[config.mk]
export PLATFORM = sky130hd
export DESIGN_NAME = co2_alarm_ctrl_flat
export DESIGN_NICKNAME = d
export VERILOG_FILES = /design/src/rtl/co2_alarm_ctrl_if.sv /design/src/rtl/co2_alarm_ctrl.sv /design/src/flat_wrapper.sv
export SDC_FILE = /design/constraint.sdc
export NUM_CORES = 1
export LEC_CHECK = 0
export ABC_CLOCK_PERIOD_IN_PS = 5200
export BUFFER_PORTS_ARGS = -buffer_cell sky130_fd_sc_hd__buf_2
export CELL_PAD_IN_SITES_DETAIL_PLACEMENT = 1
export CELL_PAD_IN_SITES_GLOBAL_PLACEMENT = 1
export CORE_ASPECT_RATIO = 1.4
export CORE_MARGIN = 2
export CORE_UTILIZATION = 40
export CTS_CLUSTER_DIAMETER = 50
export DETAILED_ROUTE_END_ITERATION = 10
export PLACE_DENSITY = 0.77
export REMOVE_ABC_BUFFERS = 1
export SETUP_SLACK_MARGIN = 0.05
export SLEW_MARGIN = 20
export SYNTH_ARGS = -nofsm -noshare
export SYNTH_HDL_FRONTEND = slang
export SYNTH_SLANG_ARGS = --single-unit
[constraint.sdc]
create_clock -name CLK -period 5.2 [get_ports CLK]
set_input_delay 0.78 -clock CLK [delete_from_list [all_inputs] [get_ports CLK]]
set_output_delay 0.78 -clock CLK [all_outputs]
set_load 0.02 [all_outputs]
[src/rtl/co2_alarm_ctrl_if.sv]
// Detector-side signal bundle for co2_alarm_ctrl. The master drives the
// detection flag and the operator acknowledge. The slave returns the alarm status.
interface co2_alarm_ctrl_if #(
    parameter int CW = 4
);
    logic          Z;
    logic          ACK;
    logic          ALARM;
    logic          WARN;
    logic [CW-1:0] DET_CNT;

    modport master (
        output Z,
        output ACK,
        input  ALARM,
        input  WARN,
        input  DET_CNT
    );

    modport slave (
        input  Z,
        input  ACK,
        output ALARM,
        output WARN,
        output DET_CNT
    );
endinterface

[src/rtl/co2_alarm_ctrl.sv]
// CO2 alarm controller: counts rising edges of Z inside a window and raises a held, retriggerable ALARM.
// Optional feature: define CO2_ALARM_LATCH_EN to keep ALARM latched until acknowledged.
module co2_alarm_ctrl #(
    parameter int THRESH = 3,
    parameter int WINDOW = 1000,
    parameter int HOLD   = 500,
    parameter int CW     = 4
) (
    input  logic            CLK,
    input  logic            RST,
    co2_alarm_ctrl_if.slave bus
);

    localparam int WTW = $clog2(WINDOW);
    localparam int HTW = (HOLD > 1) ? $clog2(HOLD) : 1;

    localparam logic [WTW-1:0] WIN_LAST  = WTW'(WINDOW - 1);
    localparam logic [HTW-1:0] HOLD_LAST = HTW'(HOLD - 1);
    localparam logic [CW-1:0]  THRESH_C  = CW'(THRESH);
    localparam logic [CW-1:0]  THRESH_M1 = CW'(THRESH - 1);
    localparam logic [CW-1:0]  CNT_ZERO  = {CW{1'b0}};
    localparam logic [CW-1:0]  CNT_ONE   = CW'(1);

`ifdef CO2_ALARM_LATCH_EN
    typedef enum logic [1:0] {
        ST_IDLE    = 2'd0,
        ST_COUNT   = 2'd1,
        ST_ALARM   = 2'd2,
        ST_LATCHED = 2'd3
    } state_t;
`else
    typedef enum logic [1:0] {
        ST_IDLE  = 2'd0,
        ST_COUNT = 2'd1,
        ST_ALARM = 2'd2
    } state_t;
`endif

    state_t         state_r;
    state_t         state_s;
    logic           z_prev_r;
    logic           z_armed_r;
    logic           event_s;
    logic [WTW-1:0] win_timer_r;
    logic [WTW-1:0] win_timer_s;
    logic [HTW-1:0] hold_timer_r;
    logic [HTW-1:0] hold_timer_s;
    logic [CW-1:0]  det_cnt_r;
    logic [CW-1:0]  det_cnt_s;
    logic           alarm_r;
    logic           alarm_s;
    logic           warn_r;
    logic           warn_s;

`ifdef CO2_ALARM_LATCH_EN
    logic           pending_r;
    logic           pending_s;
`else
    logic           unused_ack_s;
    assign unused_ack_s = bus.ACK;
`endif

    // A level of Z present at reset release is not an event until Z has been seen low.
    assign event_s = bus.Z & ~z_prev_r & z_armed_r;

    // State register
    always_ff @(posedge CLK) begin
        if (RST) begin
            state_r <= ST_IDLE;
        end else begin
            state_r <= state_s;
        end
    end

    // Next-state logic; the threshold check wins over window expiry, and a retrigger wins over hold expiry
    always_comb begin
        state_s = state_r;
        case (state_r)
            ST_IDLE: begin
                if (event_s) begin
                    state_s = ST_COUNT;
                end else begin
                    state_s = ST_IDLE;
                end
            end
            ST_COUNT: begin
                if (event_s && (det_cnt_r == THRESH_M1)) begin
                    state_s = ST_ALARM;
                end else if (!event_s && (win_timer_r == WIN_LAST)) begin
                    state_s = ST_IDLE;
                end else begin
                    state_s = ST_COUNT;
                end
            end
            ST_ALARM: begin
                if (event_s) begin
                    state_s = ST_ALARM;
                end else if (hold_timer_r == HOLD_LAST) begin
`ifdef CO2_ALARM_LATCH_EN
                    if (pending_r || bus.ACK) begin
                        state_s = ST_IDLE;
                    end else begin
                        state_s = ST_LATCHED;
                    end
`else
                    state_s = ST_IDLE;
`endif
                end else begin
                    state_s = ST_ALARM;
                end
            end
`ifdef CO2_ALARM_LATCH_EN
            ST_LATCHED: begin
                if (bus.ACK) begin
                    state_s = ST_IDLE;
                end else begin
                    state_s = ST_LATCHED;
                end
            end
`endif
            default: begin
                state_s = ST_IDLE;
            end
        endcase
    end

    // Window timer, hold timer and detection count for the next cycle
    always_comb begin
        win_timer_s  = {WTW{1'b0}};
        hold_timer_s = {HTW{1'b0}};
        det_cnt_s    = det_cnt_r;
        case (state_r)
            ST_IDLE: begin
                if (event_s) begin
                    det_cnt_s = CNT_ONE;
                end else begin
                    det_cnt_s = CNT_ZERO;
                end
            end
            ST_COUNT: begin
                if (state_s == ST_ALARM) begin
                    det_cnt_s = THRESH_C;
                end else if (state_s == ST_IDLE) begin
                    det_cnt_s = CNT_ZERO;
                end else if (win_timer_r == WIN_LAST) begin
                    // Event on the last window cycle opens a fresh window.
                    det_cnt_s = CNT_ONE;
                end else begin
                    win_timer_s = win_timer_r + WTW'(1);
                    if (event_s) begin
                        det_cnt_s = det_cnt_r + CNT_ONE;
                    end else begin
                        det_cnt_s = det_cnt_r;
                    end
                end
            end
            ST_ALARM: begin
                if (state_s == ST_ALARM) begin
                    det_cnt_s = THRESH_C;
                    if (event_s) begin
                        hold_timer_s = {HTW{1'b0}};
                    end else begin
                        hold_timer_s = hold_timer_r + HTW'(1);
                    end
                end else if (state_s == ST_IDLE) begin
                    det_cnt_s = CNT_ZERO;
                end else begin
                    det_cnt_s = THRESH_C;
                end
            end
`ifdef CO2_ALARM_LATCH_EN
            ST_LATCHED: begin
                if (state_s == ST_IDLE) begin
                    det_cnt_s = CNT_ZERO;
                end else begin
                    det_cnt_s = THRESH_C;
                end
            end
`endif
            default: begin
                det_cnt_s = CNT_ZERO;
            end
        endcase
    end

`ifdef CO2_ALARM_LATCH_EN
    // Acknowledge seen during the alarm hold; cleared whenever the alarm hold ends
    always_comb begin
        if ((state_r == ST_ALARM) && (state_s == ST_ALARM)) begin
            pending_s = pending_r | bus.ACK;
        end else begin
            pending_s = 1'b0;
        end
    end
`endif

    // Output decode from the next state so the registered outputs line up with the state
    always_comb begin
        alarm_s = 1'b0;
        warn_s  = 1'b0;
        case (state_s)
            ST_IDLE: begin
                alarm_s = 1'b0;
                warn_s  = 1'b0;
            end
            ST_COUNT: begin
                warn_s = 1'b1;
            end
            ST_ALARM: begin
                alarm_s = 1'b1;
            end
`ifdef CO2_ALARM_LATCH_EN
            ST_LATCHED: begin
                alarm_s = 1'b1;
            end
`endif
            default: begin
                alarm_s = 1'b0;
                warn_s  = 1'b0;
            end
        endcase
    end

    // Datapath and output registers
    always_ff @(posedge CLK) begin
        if (RST) begin
            z_prev_r     <= 1'b0;
            z_armed_r    <= 1'b0;
            win_timer_r  <= {WTW{1'b0}};
            hold_timer_r <= {HTW{1'b0}};
            det_cnt_r    <= CNT_ZERO;
            alarm_r      <= 1'b0;
            warn_r       <= 1'b0;
`ifdef CO2_ALARM_LATCH_EN
            pending_r    <= 1'b0;
`endif
        end else begin
            z_prev_r     <= bus.Z;
            z_armed_r    <= z_armed_r | ~bus.Z;
            win_timer_r  <= win_timer_s;
            hold_timer_r <= hold_timer_s;
            det_cnt_r    <= det_cnt_s;
            alarm_r      <= alarm_s;
            warn_r       <= warn_s;
`ifdef CO2_ALARM_LATCH_EN
            pending_r    <= pending_s;
`endif
        end
    end

    assign bus.ALARM   = alarm_r;
    assign bus.WARN    = warn_r;
    assign bus.DET_CNT = det_cnt_r;

endmodule

[src/flat_wrapper.sv]
// flat-port wrapper written by rule: the top's interface ports become plain ports
module co2_alarm_ctrl_flat 
#(
    parameter int THRESH = 3,
    parameter int WINDOW = 1000,
    parameter int HOLD   = 500,
    parameter int CW     = 4
)
  (CLK, RST, bus_Z, bus_ACK, bus_ALARM, bus_WARN, bus_DET_CNT);
  co2_alarm_ctrl_if #(.CW(CW)) bus_i ();
  input  logic CLK;
  input  logic RST;
  input wire logic [$bits(bus_i.Z)-1:0] bus_Z;
  input wire logic [$bits(bus_i.ACK)-1:0] bus_ACK;
  output wire logic [$bits(bus_i.ALARM)-1:0] bus_ALARM;
  output wire logic [$bits(bus_i.WARN)-1:0] bus_WARN;
  output wire logic [$bits(bus_i.DET_CNT)-1:0] bus_DET_CNT;
  assign bus_i.Z = bus_Z;
  assign bus_i.ACK = bus_ACK;
  assign bus_ALARM = bus_i.ALARM;
  assign bus_WARN = bus_i.WARN;
  assign bus_DET_CNT = bus_i.DET_CNT;
  co2_alarm_ctrl #(.THRESH(THRESH), .WINDOW(WINDOW), .HOLD(HOLD), .CW(CW)) u_core (.CLK(CLK), .RST(RST), .bus(bus_i));
endmodule
* Word level (Yosys, flattened, before mapping)
Index checks and enable logic that the tools add are counted.
** Operators by class
- $add $sub $neg :: 3
- Eq/ne operators :: 8
- Mux-type cells :: 16
- Bitwise gates (word level) :: 8
- Reduce and logical (&&, ||, !) cells :: 7
** Operators with widths (count)
- $mux 4 :: 5
- $pmux 4 s3 :: 1
- $add 10x1->10 const B :: 1
- $eq 10x10->1 const B :: 1
- $add 9x1->9 const B :: 1
- $eq 9x9->1 const B :: 1
- $mux 2 :: 4
- $pmux 2 s3 :: 1
- $mux 1 :: 5
- $ne 5x1->1 const B :: 1
- $not 1->1 :: 5
- $reduce_or 5->1 :: 1
- $add 4x1->4 const B :: 1
- $eq 2x1->1 const B :: 2
- $eq 2x2->1 const B :: 2
- $eq 4x2->1 const B :: 1
- $logic_not 2->1 :: 2
- $reduce_or 4->1 :: 1
- $and 1x1->1 :: 2
- $logic_and 1x1->1 :: 2
- $logic_not 1->1 :: 1
- $or 1x1->1 :: 1
** Storage, ports and cells
- Register bits :: 29
- Input bits :: 4
- Output and inout port bits :: 6
- Word-level logic and storage cells :: 50

* Longest topological paths before layout
Gate-level depths: netlist (run 1).
- Depth in word-level cells :: 12
- Gate-level depth with buffers :: 7

* Least setup slack after synthesis (run 1)
No wires, ideal clock.
- Path kind :: input to register
- Start :: in bus_Z
- End :: reg u_core.det_cnt_r[1], in the netlist u_core.bus.DET_CNT[1]
- Setup time :: 0.087 ns
- Arrival time :: 1.778 ns
- Data required time :: 5.113 ns
- Slack :: 3.335 ns
- Stages :: 5
- Path buffers :: 0
- Path through :: nand3b_4 or4b_4 or3b_1 a31oi_1 o31ai_1
** On the way
- Cells in the longest elaborated chain, start to end :: 11
- Elaborated cells between the ends (all ways) :: 18
- Those cells by class :: eq/ne (2); mux (10); bitwise (2); reduce/logical (4)
** Ends and longest elaborated chain
- from (decl) :: line flat_wrapper.sv:13 : input wire logic [$bits(bus_i.Z)-1:0] bus_Z;
- $and 1x1->1 (*) (2 in a row) :: line co2_alarm_ctrl.sv:64 : assign event_s = bus.Z & ~z_prev_r & z_armed_r;
- $logic_not 1->1 :: line co2_alarm_ctrl.sv:89 : end else if (!event_s && (win_timer_r == WIN_LAST)) begin
- $logic_and 1x1->1 :: line co2_alarm_ctrl.sv:89
- $mux 1 :: line co2_alarm_ctrl.sv:89
- $mux 2 :: line co2_alarm_ctrl.sv:87 : if (event_s && (det_cnt_r == THRESH_M1)) begin
- $pmux 2 s3 :: line co2_alarm_ctrl.sv:78 : case (state_r)
- $logic_not 2->1 :: line co2_alarm_ctrl.sv:143, co2_alarm_ctrl.sv:165
- $mux 2 or $mux 4 (tied branches) :: line co2_alarm_ctrl.sv:165, co2_alarm_ctrl.sv:143
- $mux 4, on equally long branches :: line co2_alarm_ctrl.sv:158, co2_alarm_ctrl.sv:141
- $pmux 4 s3 :: line co2_alarm_ctrl.sv:132 : case (state_r)
- to (signal assigned) :: line co2_alarm_ctrl.sv:242 : det_cnt_r <= det_cnt_s;
- to (decl) :: line co2_alarm_ctrl.sv:48 : logic [CW-1:0] det_cnt_r;
Every way passes the cells marked *; elsewhere a longest branch is shown, timed or not.
A chain may end at the register's enable or synchronous reset.

* Worst setup path in the final report (run 1)
- Start :: in bus_Z
- End :: reg u_core.det_cnt_r[2], in the netlist u_core.bus.DET_CNT[2]
** On the way
- Cells in the longest elaborated chain, start to end :: 11
- Elaborated cells between the ends (all ways) :: 16
- Those cells by class :: eq/ne (2); mux (8); bitwise (2); reduce/logical (4)
** Ends and longest elaborated chain
- $and 1x1->1 (*) (2 in a row) :: line co2_alarm_ctrl.sv:64
- $logic_not 1->1 :: line co2_alarm_ctrl.sv:89
- $logic_and 1x1->1 :: line co2_alarm_ctrl.sv:89
- $mux 1 :: line co2_alarm_ctrl.sv:89
- $mux 2 :: line co2_alarm_ctrl.sv:87
- $pmux 2 s3 :: line co2_alarm_ctrl.sv:78
- $logic_not 2->1 :: line co2_alarm_ctrl.sv:143 : end else if (state_s == ST_IDLE) begin
- $mux 4 :: line co2_alarm_ctrl.sv:143
- $mux 4 :: line co2_alarm_ctrl.sv:141 : if (state_s == ST_ALARM) begin
- $pmux 4 s3 :: line co2_alarm_ctrl.sv:132
Marked as above.

==> reports/results.ini, run 1 <==
[sta]
hold_viol_final=0
whs_ps=469
rsz0062_at_grt=false
worstMarginPinSlew_ps=530
fin_worst_skew_ps=5.21
period_needed_ps=2060
setup_viol=0
period_share_pct=39.6
slew_violations=0
fmax_mhz=486
fin_ws_ps=3140
setup_tns_ps=0
slew_headroom_pct=64.6

[global_routing]
antenna_found_initial=0
gr-total-overflow=0
grt_pass1_wl_microns=5000
grt_pass1_vias=1154
grt_max_degree=13
grt.total_usage_pct=17.9

[setup_path]
crit_buf_inv=1
cp.arrival_ps=2260
max_stage_delay_ps=460
crit_required_ps=5400
crit_chain=buf_2, and3b_1, nor2_2, nor2_1, nand4_1, a21oi_1
crit_fanout=12
critPathCaptureType=register
crit_slowest_cell=nand4_1
startpoint_type=input pin
crit_family=simple AND/OR/NAND/NOR gates
criticalPathCategory=in -> reg

[clock_tree]
path_clk_slew_ps=60
tritoncts=done
cts.sinks=29
clk_latency_ps=280
ctsHoldBuffers=0
cts_buffers=5
cts.path.max_buffers=2
post_cts_buffers=0
cts_root_buf=clkbuf_8
cts-resized-gates=0
ctsHtreeMaxLevel=2

[placed_design]
dp_hpwl_microns=2030
pre_cts_ws_ps=2800
portBuffers=8
finalWeightedCongestion=0.792
place_area_sq_mm=0.00140

[die]
die_h_microns=72.2
fp.dieW_microns=52.7
start_util_pct=42.1
core_area_sq_mm=0.00315
fp-row-count=24
die-area_sq_mm=0.00380
io_pins=10

[yosys]
ys_top_cells_by_area=dfxtp_1 (44%), nor2_1 (8.2%), nand3_1 (5.3%), xor2_1 (5.3%), xnor2_1 (4.0%)
synth_edf_count=0
synth_top_cell_area_share_pct=43.7
synth.largest_area_cell=dfxtp_1
synth.distinct_cells=38
post_synth_instance_area_sq_mm=0.00133
synthFlopType=dfxtp_1
synthArstFlopShare_pct=0
avgSynthCellArea_sq_um=8.85
synth_cells=150
ys_warn_count=0
yosys_register_bits=29
ys_seq_area_share_pct=43.7

[power]
power.internal_mw=0.323
p_leak_nw=0.555
combPwrFrac_pct=3.5
p_per_area_mw_per_mm2=284
power.switching_mw=0.0966
p_seq_share_pct=54.1
vdd_drop_max_mv=0.178
switching_share_pct=23.0
pwr-share-clk_pct=42.4

[route]
first_pass_iters=4
routed_wl_microns=2900
drc=0
drtIter0Drc=19
vias=1065
wl_per_cell_microns=14.4
route.antenna.remaining_nets=0
vias_per_cell=5.30

[final_layout]
final_layout_size_suffix_gt1_share_pct=13.6
fillers=390
diodes=0
final_util_pct=46.9
fin_area_sq_mm=0.00148
finalNetCount=169
area_growth_pct=11.4

[job]
drv_cap=0

[status]
status=complete, no violations

[worst_hold_path]
worstHoldPathType=reg -> reg

-- sequential cells by signal (all words and copies together), names as in the netlist --
name	cells
u_core.z_armed_r	1
u_core.bus.DET_CNT	4
u_core.bus.WARN	1
u_core.hold_timer_r	9
u_core.win_timer_r	10
u_core.z_prev_r	1
u_core.bus.ALARM	1
u_core.state_r	2
-- cells in the mapped netlist, types with 2 or more instances --
master / instances
xor2_1: 8
o21ai_0: 2
o31ai_1: 2
or3_1: 2
nor3_1: 2
inv_1: 4
nand4_1: 3
dfxtp_1: 29
xnor2_1: 6
nand3_1: 14
a21oi_1: 5
and3_1: 3
clkbuf_1: 2
nand2_1: 11
and2b_1: 2
ha_1: 4
nor2_1: 29
nor4b_1: 2
-- cell families after synthesis --
group                      count (synthesis)  synth area share, %
xor gates and xnor gates                  14                 9.24
DFF                                       29                 43.7
buffers and inverters                      8                 2.64
AOI/OAI and AO/OA                         14                 7.35
adders and majority gates                  4                 3.77
and+or+nand+nor                           81                 33.3
-- layout by cell type (no fill, tap or decap), types with 5 or more instances in the layout --
cell,instances
nand3_1,14
nand2_1,11
a21oi_1,5
clkbuf_8,5
buf_2,8
xor2_1,8
nor2_1,29
xnor2_1,6
dfxtp_1,29
-- power groups by stage --
stage,combinational [mW],sequential [mW],clock (mW)
2_1_floorplan,0.00885,0.232,0
3_3_place_gp,0.0136,0.232,0
3_5_place_dp,0.0143,0.232,0
4_1_cts,0.0149,0.227,0.184
5_1_grt,0.0163,0.227,0.193
6_report,0.0146,0.227,0.178
-- worst paths after layout --
| path | slack [ps] | to | cells after the start | start |
|---|---|---|---|---|
| worst max-delay path | 3140 | u_core.bus.DET_CNT[2]$_SDFFE_PP0P_ | 6 | bus_Z |
| worst max register to register | 3310 | u_core.bus.DET_CNT[1]$_SDFFE_PP0P_ | 6 | u_core.win_timer_r[0]$_SDFF_PP0_ |
| worst min register to register | 470 | u_core.hold_timer_r[0]$_SDFF_PP0_ | 1 | u_core.hold_timer_r[0]$_SDFF_PP0_ |
| worst min-delay path | 470 | u_core.hold_timer_r[0]$_SDFF_PP0_ | 1 | u_core.hold_timer_r[0]$_SDFF_PP0_ |
-- layer usage --
layer	part of all wire (%)	vias up	global-route usage, %
met5	0	-	0
met4	1.9	0	7.69
met3	2.6	6	5.56
met2	54	10	32.1
met1	41	512	18.6
li1	-	537	-
-- stage by stage --
step | total power [mW] | cells
2_1_floorplan | 0.241 | 146
6_report | 0.420 | 201
3_3_place_gp | 0.245 | 193
5_1_grt | 0.437 | 201
4_1_cts | 0.426 | 201
3_5_place_dp | 0.246 | 193
-- final cells by class --
| type | count | area [sq um] | area share, % |
|---|---|---|---|
| well taps | 39 | 48.8 | 3.30 |
| inverters | 4 | 15.0 | 1.02 |
| repair buffers | 8 | 40.0 | 2.71 |
| clock inverters | 2 | 10.0 | 0.677 |
| flip-flops and latches | 29 | 581 | 39.3 |
| clock buffers | 6 | 72.6 | 4.91 |
| multi-input cells | 113 | 712 | 48.1 |
Note: power is estimated with default switching activity, not from simulation.
==> run 2, diff against run 1 <==
- ABC_CLOCK_PERIOD_IN_PS: 5200 -> 1800
- PLACE_DENSITY: 0.77 -> 0.79
- clock period: 5.2 -> 1.8 ns (I/O delays scaled with it)
==> reports/results.ini, run 2 (synthesized netlist as in run 1, its figures left out) <==
[status]
status=complete, no violations  ; unchanged

[power]
switching_share_pct=19.8  ; was 23.0%
power.internal_mw=1.12  ; was 0.323 mW
combPwrFrac_pct=3.3  ; was 3.5%
power.switching_mw=0.275  ; was 0.0966 mW
p_per_area_mw_per_mm2=869  ; was 284 mW/mm^2
p_leak_nw=0.609  ; was 0.555 nW
pwr-share-clk_pct=49.9  ; was 42.4%
vdd_drop_max_mv=0.631  ; was 0.178 mV
p_seq_share_pct=46.9  ; was 54.1%
power_mw=1.39  ; was 0.420 mW

[die]
fp.dieW_microns=52.7  ; unchanged
core_area_sq_mm=0.00315  ; unchanged
die-area_sq_mm=0.00380  ; unchanged
io_pins=10  ; unchanged
fp-row-count=24  ; unchanged
die_h_microns=72.2  ; unchanged
start_util_pct=42.1  ; unchanged

[setup_path]
r2r_end=u_core.bus.DET_CNT[1]$_SDFFE_PP0P_  ; unchanged
rr_startpoint=u_core.win_timer_r[1]$_SDFF_PP0_  ; was u_core.win_timer_r[0]$_SDFF_PP0_
reg2reg_slack_ps=100  ; was 3310 ps
rr_worst_depth=6  ; unchanged
criticalPathCategory=reg -> reg  ; was in -> reg
crit_fanout=5  ; was 12
crit_buf_inv=0  ; was 1
startpoint_type=register  ; was input pin
crit_chain=ha_1, and4bb_1, nand3_2, or3b_1, a31oi_1, o31ai_1  ; was buf_2, and3b_1, nor2_2, nor2_1, nand4_1, a21oi_1
crit_slowest_cell=or3b_1  ; was nand4_1
crit_family=simple AND/OR/NAND/NOR gates  ; unchanged
crit_required_ps=1970  ; was 5400 ps
critPathCaptureType=register  ; unchanged
cp.arrival_ps=1870  ; was 2260 ps
max_stage_delay_ps=390  ; was 460 ps

[worst_hold_path]
hold_end=u_core.z_armed_r$_SDFF_PP0_  ; was u_core.hold_timer_r[0]$_SDFF_PP0_
min_from=bus_Z  ; was u_core.hold_timer_r[0]$_SDFF_PP0_
worstHoldPathType=in -> reg  ; was reg -> reg
worstHoldPathCells=2  ; was 1

[sta]
rsz0062_at_grt=true  ; was false
hold_viol_final=0  ; unchanged
period_needed_ps=1700
worstMarginPinSlew_ps=339  ; was 530 ps
slew_violations=0  ; unchanged
slew_headroom_pct=77.1  ; was 64.6%
setup_tns_ps=0  ; unchanged
period_share_pct=94.3
fin_worst_skew_ps=5.25  ; was 5.21 ps
fmax_mhz=589
setup_viol=0  ; unchanged

[global_routing]
grt.total_usage_pct=18.1  ; was 17.9%
gr-total-overflow=0  ; unchanged
grt_pass1_wl_microns=5010  ; was 5000 microns
grt_pass1_vias=1198  ; was 1154
antenna_found_initial=0  ; unchanged
grt_max_degree=11  ; was 13

[clock_tree]
path_clk_slew_ps=60  ; about the same
cts.sinks=29  ; unchanged
ctsHtreeMaxLevel=2  ; unchanged
post_cts_buffers=0  ; unchanged
cts_root_buf=clkbuf_8  ; unchanged
cts.path.max_buffers=2  ; unchanged
ctsHoldBuffers=0  ; unchanged
clk_latency_ps=280  ; about the same
cts_buffers=5  ; unchanged
tritoncts=done  ; unchanged

[final_layout]
final_cell_mix=nor2_1 (29), dfxtp_1 (24), nand3_1 (13)  ; was nor2_1 (29), dfxtp_1 (29), nand3_1 (14)
layout_commonest_cell=nor2_1
fillers=398  ; was 390
finalNetCount=176  ; was 169
diodes=0  ; unchanged
largest_reg_flops=10  ; unchanged
area_growth_pct=20.6  ; was 11.4%
final_layout_size_suffix_gt1_share_pct=21.3  ; was 13.6%
top_register=u_core.win_timer_r  ; unchanged

[route]
vias_per_cell=5.34  ; was 5.30
drc=0  ; unchanged
first_pass_iters=4  ; unchanged
drtIter0Drc=22  ; was 19
routed_wl_microns=3000  ; was 2900 microns
wl_per_cell_microns=14.4  ; about the same
vias=1110  ; was 1065
route.antenna.remaining_nets=0  ; unchanged

[job]
drv_cap=0  ; unchanged

[placed_design]
dp_hpwl_microns=2110  ; was 2030 microns
portBuffers=8  ; unchanged
finalWeightedCongestion=0.835  ; was 0.792

==> run 2: cell count changes in the layout (fill, tap and decap cells not counted), sizes merged <==
cell / before / now
buf: 8 / 15
bufinv: 0 / 1
clkbuf: 6 / 7
clkinv: 2 / 0
==> run 2: how the worst max path moves through the flow <==
stage                                       start                            endpoint  cells past startpoint
6_report         u_core.win_timer_r[1]$_SDFF_PP0_  u_core.bus.DET_CNT[1]$_SDFFE_PP0P_                      6
3_5_place_dp     u_core.win_timer_r[1]$_SDFF_PP0_  u_core.bus.DET_CNT[0]$_SDFFE_PP0P_                      6
3_3_place_gp     u_core.win_timer_r[0]$_SDFF_PP0_  u_core.bus.DET_CNT[1]$_SDFFE_PP0P_                      6
5_1_grt         u_core.hold_timer_r[4]$_SDFF_PP0_  u_core.bus.DET_CNT[1]$_SDFFE_PP0P_                      5
4_1_cts          u_core.win_timer_r[1]$_SDFF_PP0_  u_core.bus.DET_CNT[1]$_SDFFE_PP0P_                      6
2_1_floorplan  u_core.bus.DET_CNT[0]$_SDFFE_PP0P_  u_core.bus.DET_CNT[1]$_SDFFE_PP0P_                      6
==> run 2: cell type report <==
| cell class | instances | area, sq um | share of cell area (%) |
|---|---|---|---|
| Multi-Input combinational cell | 113 | 737 | 46.0 |
| Sequential cell | 29 | 592 | 37.0 |
| Timing Repair Buffer | 15 | 92.6 | 5.78 |
| Clock buffer | 7 | 86.3 | 5.39 |
| Tap cell | 39 | 48.8 | 3.05 |
| Clock inverter | 1 | 30.0 | 1.87 |
| Inverter | 4 | 15.0 | 0.937 |
==> run 2: power by group through the flow <==
stage	Clock (mW)	Combinational [mW]	Sequential [mW]
after floorplan	0	0.0256	0.670
after global placement	0	0.0442	0.668
after detailed placement	0	0.0455	0.669
after CTS	0.712	0.0460	0.655
after global routing	0.738	0.0503	0.652
final	0.694	0.0455	0.652
==> run 2: per-layer routing <==
metal	vias up	global-route usage [%]	part of all wire, %
met3	9	6.17	2.7
li1	552	-	-
met2	11	32.8	56
met1	538	17.0	38
met5	-	0	0
met4	0	9.97	2.8
==> run 2: repair_timing <==
item | 4_1_cts | 5_1_grt
gates resized for setup | 1 | 10
pin swaps | 0 | 2
endpoints found under the setup margin | 2 | 2
endpoints found under the hold margin | 0 | 0
==> run 2: per-stage QoR <==
step	worst slack (ps)	util, %	cells	hold slack [ps]	area [sq um]
2_1_floorplan	139	-	146	339	1310
3_3_place_gp	106	46.0	200	444	1450
3_5_place_dp	50.7	46.0	200	452	1450
4_1_cts	67.9	49.8	208	218	1570
5_1_grt	48.4	50.8	208	245	1600
6_report	103	50.8	208	235	1600
==> run 2: worst reg2reg max path, delay by kind of cell, from the launching register on <==
kind                       cells  cell delay [ps]
DFF                            1              360
AOI/OAI and AO/OA              2              290
adders and majority gates      1              180
and+or+nand+nor                3              760
==> run 3, diff against run 2 <==
- ABC_CLOCK_PERIOD_IN_PS: 1800 -> 2080
- PLACE_DENSITY: 0.79 -> 0.77
- clock period: 1.8 -> 2.08 ns (I/O delays scaled with it)
==> reports/results.ini, run 3 (synthesized netlist as in run 1, its figures left out) <==
[clock_tree]
path_clk_slew_ps=60  ; about the same
cts.sinks=29  ; unchanged
ctsHoldBuffers=0  ; unchanged
post_cts_buffers=0  ; unchanged
tritoncts=done  ; unchanged
clk_latency_ps=280  ; about the same
cts.path.max_buffers=2  ; unchanged
ctsHtreeMaxLevel=2  ; unchanged
cts-resized-gates=0  ; was 1
cts_root_buf=clkbuf_8  ; unchanged
cts_buffers=5  ; unchanged

[sta]
rsz0062_at_grt=false  ; was true
period_needed_ps=1830  ; was 1700 ps
slew_violations=0  ; unchanged
fin_worst_skew_ps=4.67  ; was 5.25 ps
fmax_mhz=546  ; was 589 MHz
hold_viol_final=0  ; unchanged
setup_viol=0  ; unchanged
whs_ps=264  ; was 235 ps
slew_headroom_pct=73.2  ; was 77.1%
worstMarginPinSlew_ps=397  ; was 339 ps
period_share_pct=88.1  ; was 94.3%
setup_tns_ps=0  ; unchanged

[route]
drc=0  ; unchanged
vias=1066  ; was 1110
route.antenna.remaining_nets=0  ; unchanged
routed_wl_microns=2770  ; was 3000 microns
first_pass_iters=3  ; was 4
vias_per_cell=5.28  ; was 5.34
wl_per_cell_microns=13.7  ; was 14.4 microns
drtIter0Drc=7  ; was 22

[die]
start_util_pct=42.1  ; unchanged
fp-row-count=24  ; unchanged
io_pins=10  ; unchanged
die_h_microns=72.2  ; unchanged
die-area_sq_mm=0.00380  ; unchanged
fp.dieW_microns=52.7  ; unchanged
core_area_sq_mm=0.00315  ; unchanged

[placed_design]
dp.cells=194  ; was 200
finalWeightedCongestion=0.804  ; was 0.835
dp_hpwl_microns=2090  ; was 2110 microns
portBuffers=8  ; unchanged

[global_routing]
grt_max_degree=13  ; was 11
grt_pass1_wl_microns=5060  ; was 5010 microns
grt.total_usage_pct=18.2  ; was 18.1%
antenna_found_initial=0  ; unchanged
grt_pass1_vias=1140  ; was 1198
gr-total-overflow=0  ; unchanged

[power]
p_leak_nw=0.559  ; was 0.609 nW
p_per_area_mw_per_mm2=710  ; was 869 mW/mm^2
power_mw=1.05  ; was 1.39 mW
vdd_drop_max_mv=0.495  ; was 0.631 mV

[worst_hold_path]
worstHoldPathType=in -> reg  ; unchanged

[status]
status=complete, no violations  ; unchanged

[final_layout]
finalNetCount=170  ; was 176
area_growth_pct=12.0  ; was 20.6%
largest_reg_flops=10  ; unchanged
final_layout_size_suffix_gt1_share_pct=14.1  ; was 21.3%
top_register=u_core.win_timer_r  ; unchanged
fin_cells=202  ; was 208
diodes=0  ; unchanged
final_cell_mix=nor2_1 (29), dfxtp_1 (29), nand3_1 (14)  ; was nor2_1 (29), dfxtp_1 (24), nand3_1 (13)

[setup_path]
criticalPathCategory=reg -> reg  ; unchanged
critPathCaptureType=register  ; unchanged
crit_required_ps=2280  ; was 1970 ps
crit_fanout=5  ; unchanged
startpoint_type=register  ; unchanged
cp.arrival_ps=2030  ; was 1870 ps

[job]
drv_cap=0  ; unchanged

==> run 3: layer usage <==
layer / track usage (%) / share of wire [%] / up-vias
li1: - / - / 541
met5: 0 / 0 / -
met1: 18.6 / 41 / 509
met2: 32.9 / 54 / 10
met4: 7.69 / 2.2 / 0
met3: 5.56 / 2.7 / 6
==> run 3: report_power, final <==
part | switching [mW] | internal [mW]
Combinational | 0.0199 | 0.0157
Clock | 0.221 | 0.231
Sequential | 0.00625 | 0.561
Total | 0.247 | 0.808
==> run 3: worst paths after layout <==
check	slack (ps)	endpoint	from	depth (start not counted)
min reg2reg	470	u_core.win_timer_r[0]$_SDFF_PP0_	u_core.win_timer_r[0]$_SDFF_PP0_	1
max	250	u_core.bus.DET_CNT[1]$_SDFFE_PP0P_	u_core.win_timer_r[0]$_SDFF_PP0_	6
max reg2reg	250	u_core.bus.DET_CNT[1]$_SDFFE_PP0P_	u_core.win_timer_r[0]$_SDFF_PP0_	6
min	260	u_core.z_armed_r$_SDFF_PP0_	bus_Z	2
==> run 3: area by class of cell <==
| cell class | count | area, sq um |
|---|---|---|
| multi-input cells | 113 | 712 |
| fillers | 404 | 1670 |
| repair buffers | 9 | 47.5 |
| well taps | 39 | 48.8 |
| clock buffers | 6 | 72.6 |
| inverters | 4 | 15.0 |
| clock inverters | 2 | 10.0 |
| flip-flops and latches | 29 | 581 |
==> run 3: per-stage QoR <==
stage	instance area [sq um]	utilization [%]	setup WS (ps)
floorplan	1310	-	419
global placement	1400	44.5	297
detailed placement	1400	44.5	245
CTS	1490	47.1	228
global route	1490	47.1	84.5
finish	1490	47.1	248
==> run 3: critical path, cell delays in order, from the launching register on <==
cell,delay (ps)
dfxtp_1,340
ha_1,270
and4bb_1,230
nand3_1,180
nor2_1,90
o41a_2,400
o31ai_1,240
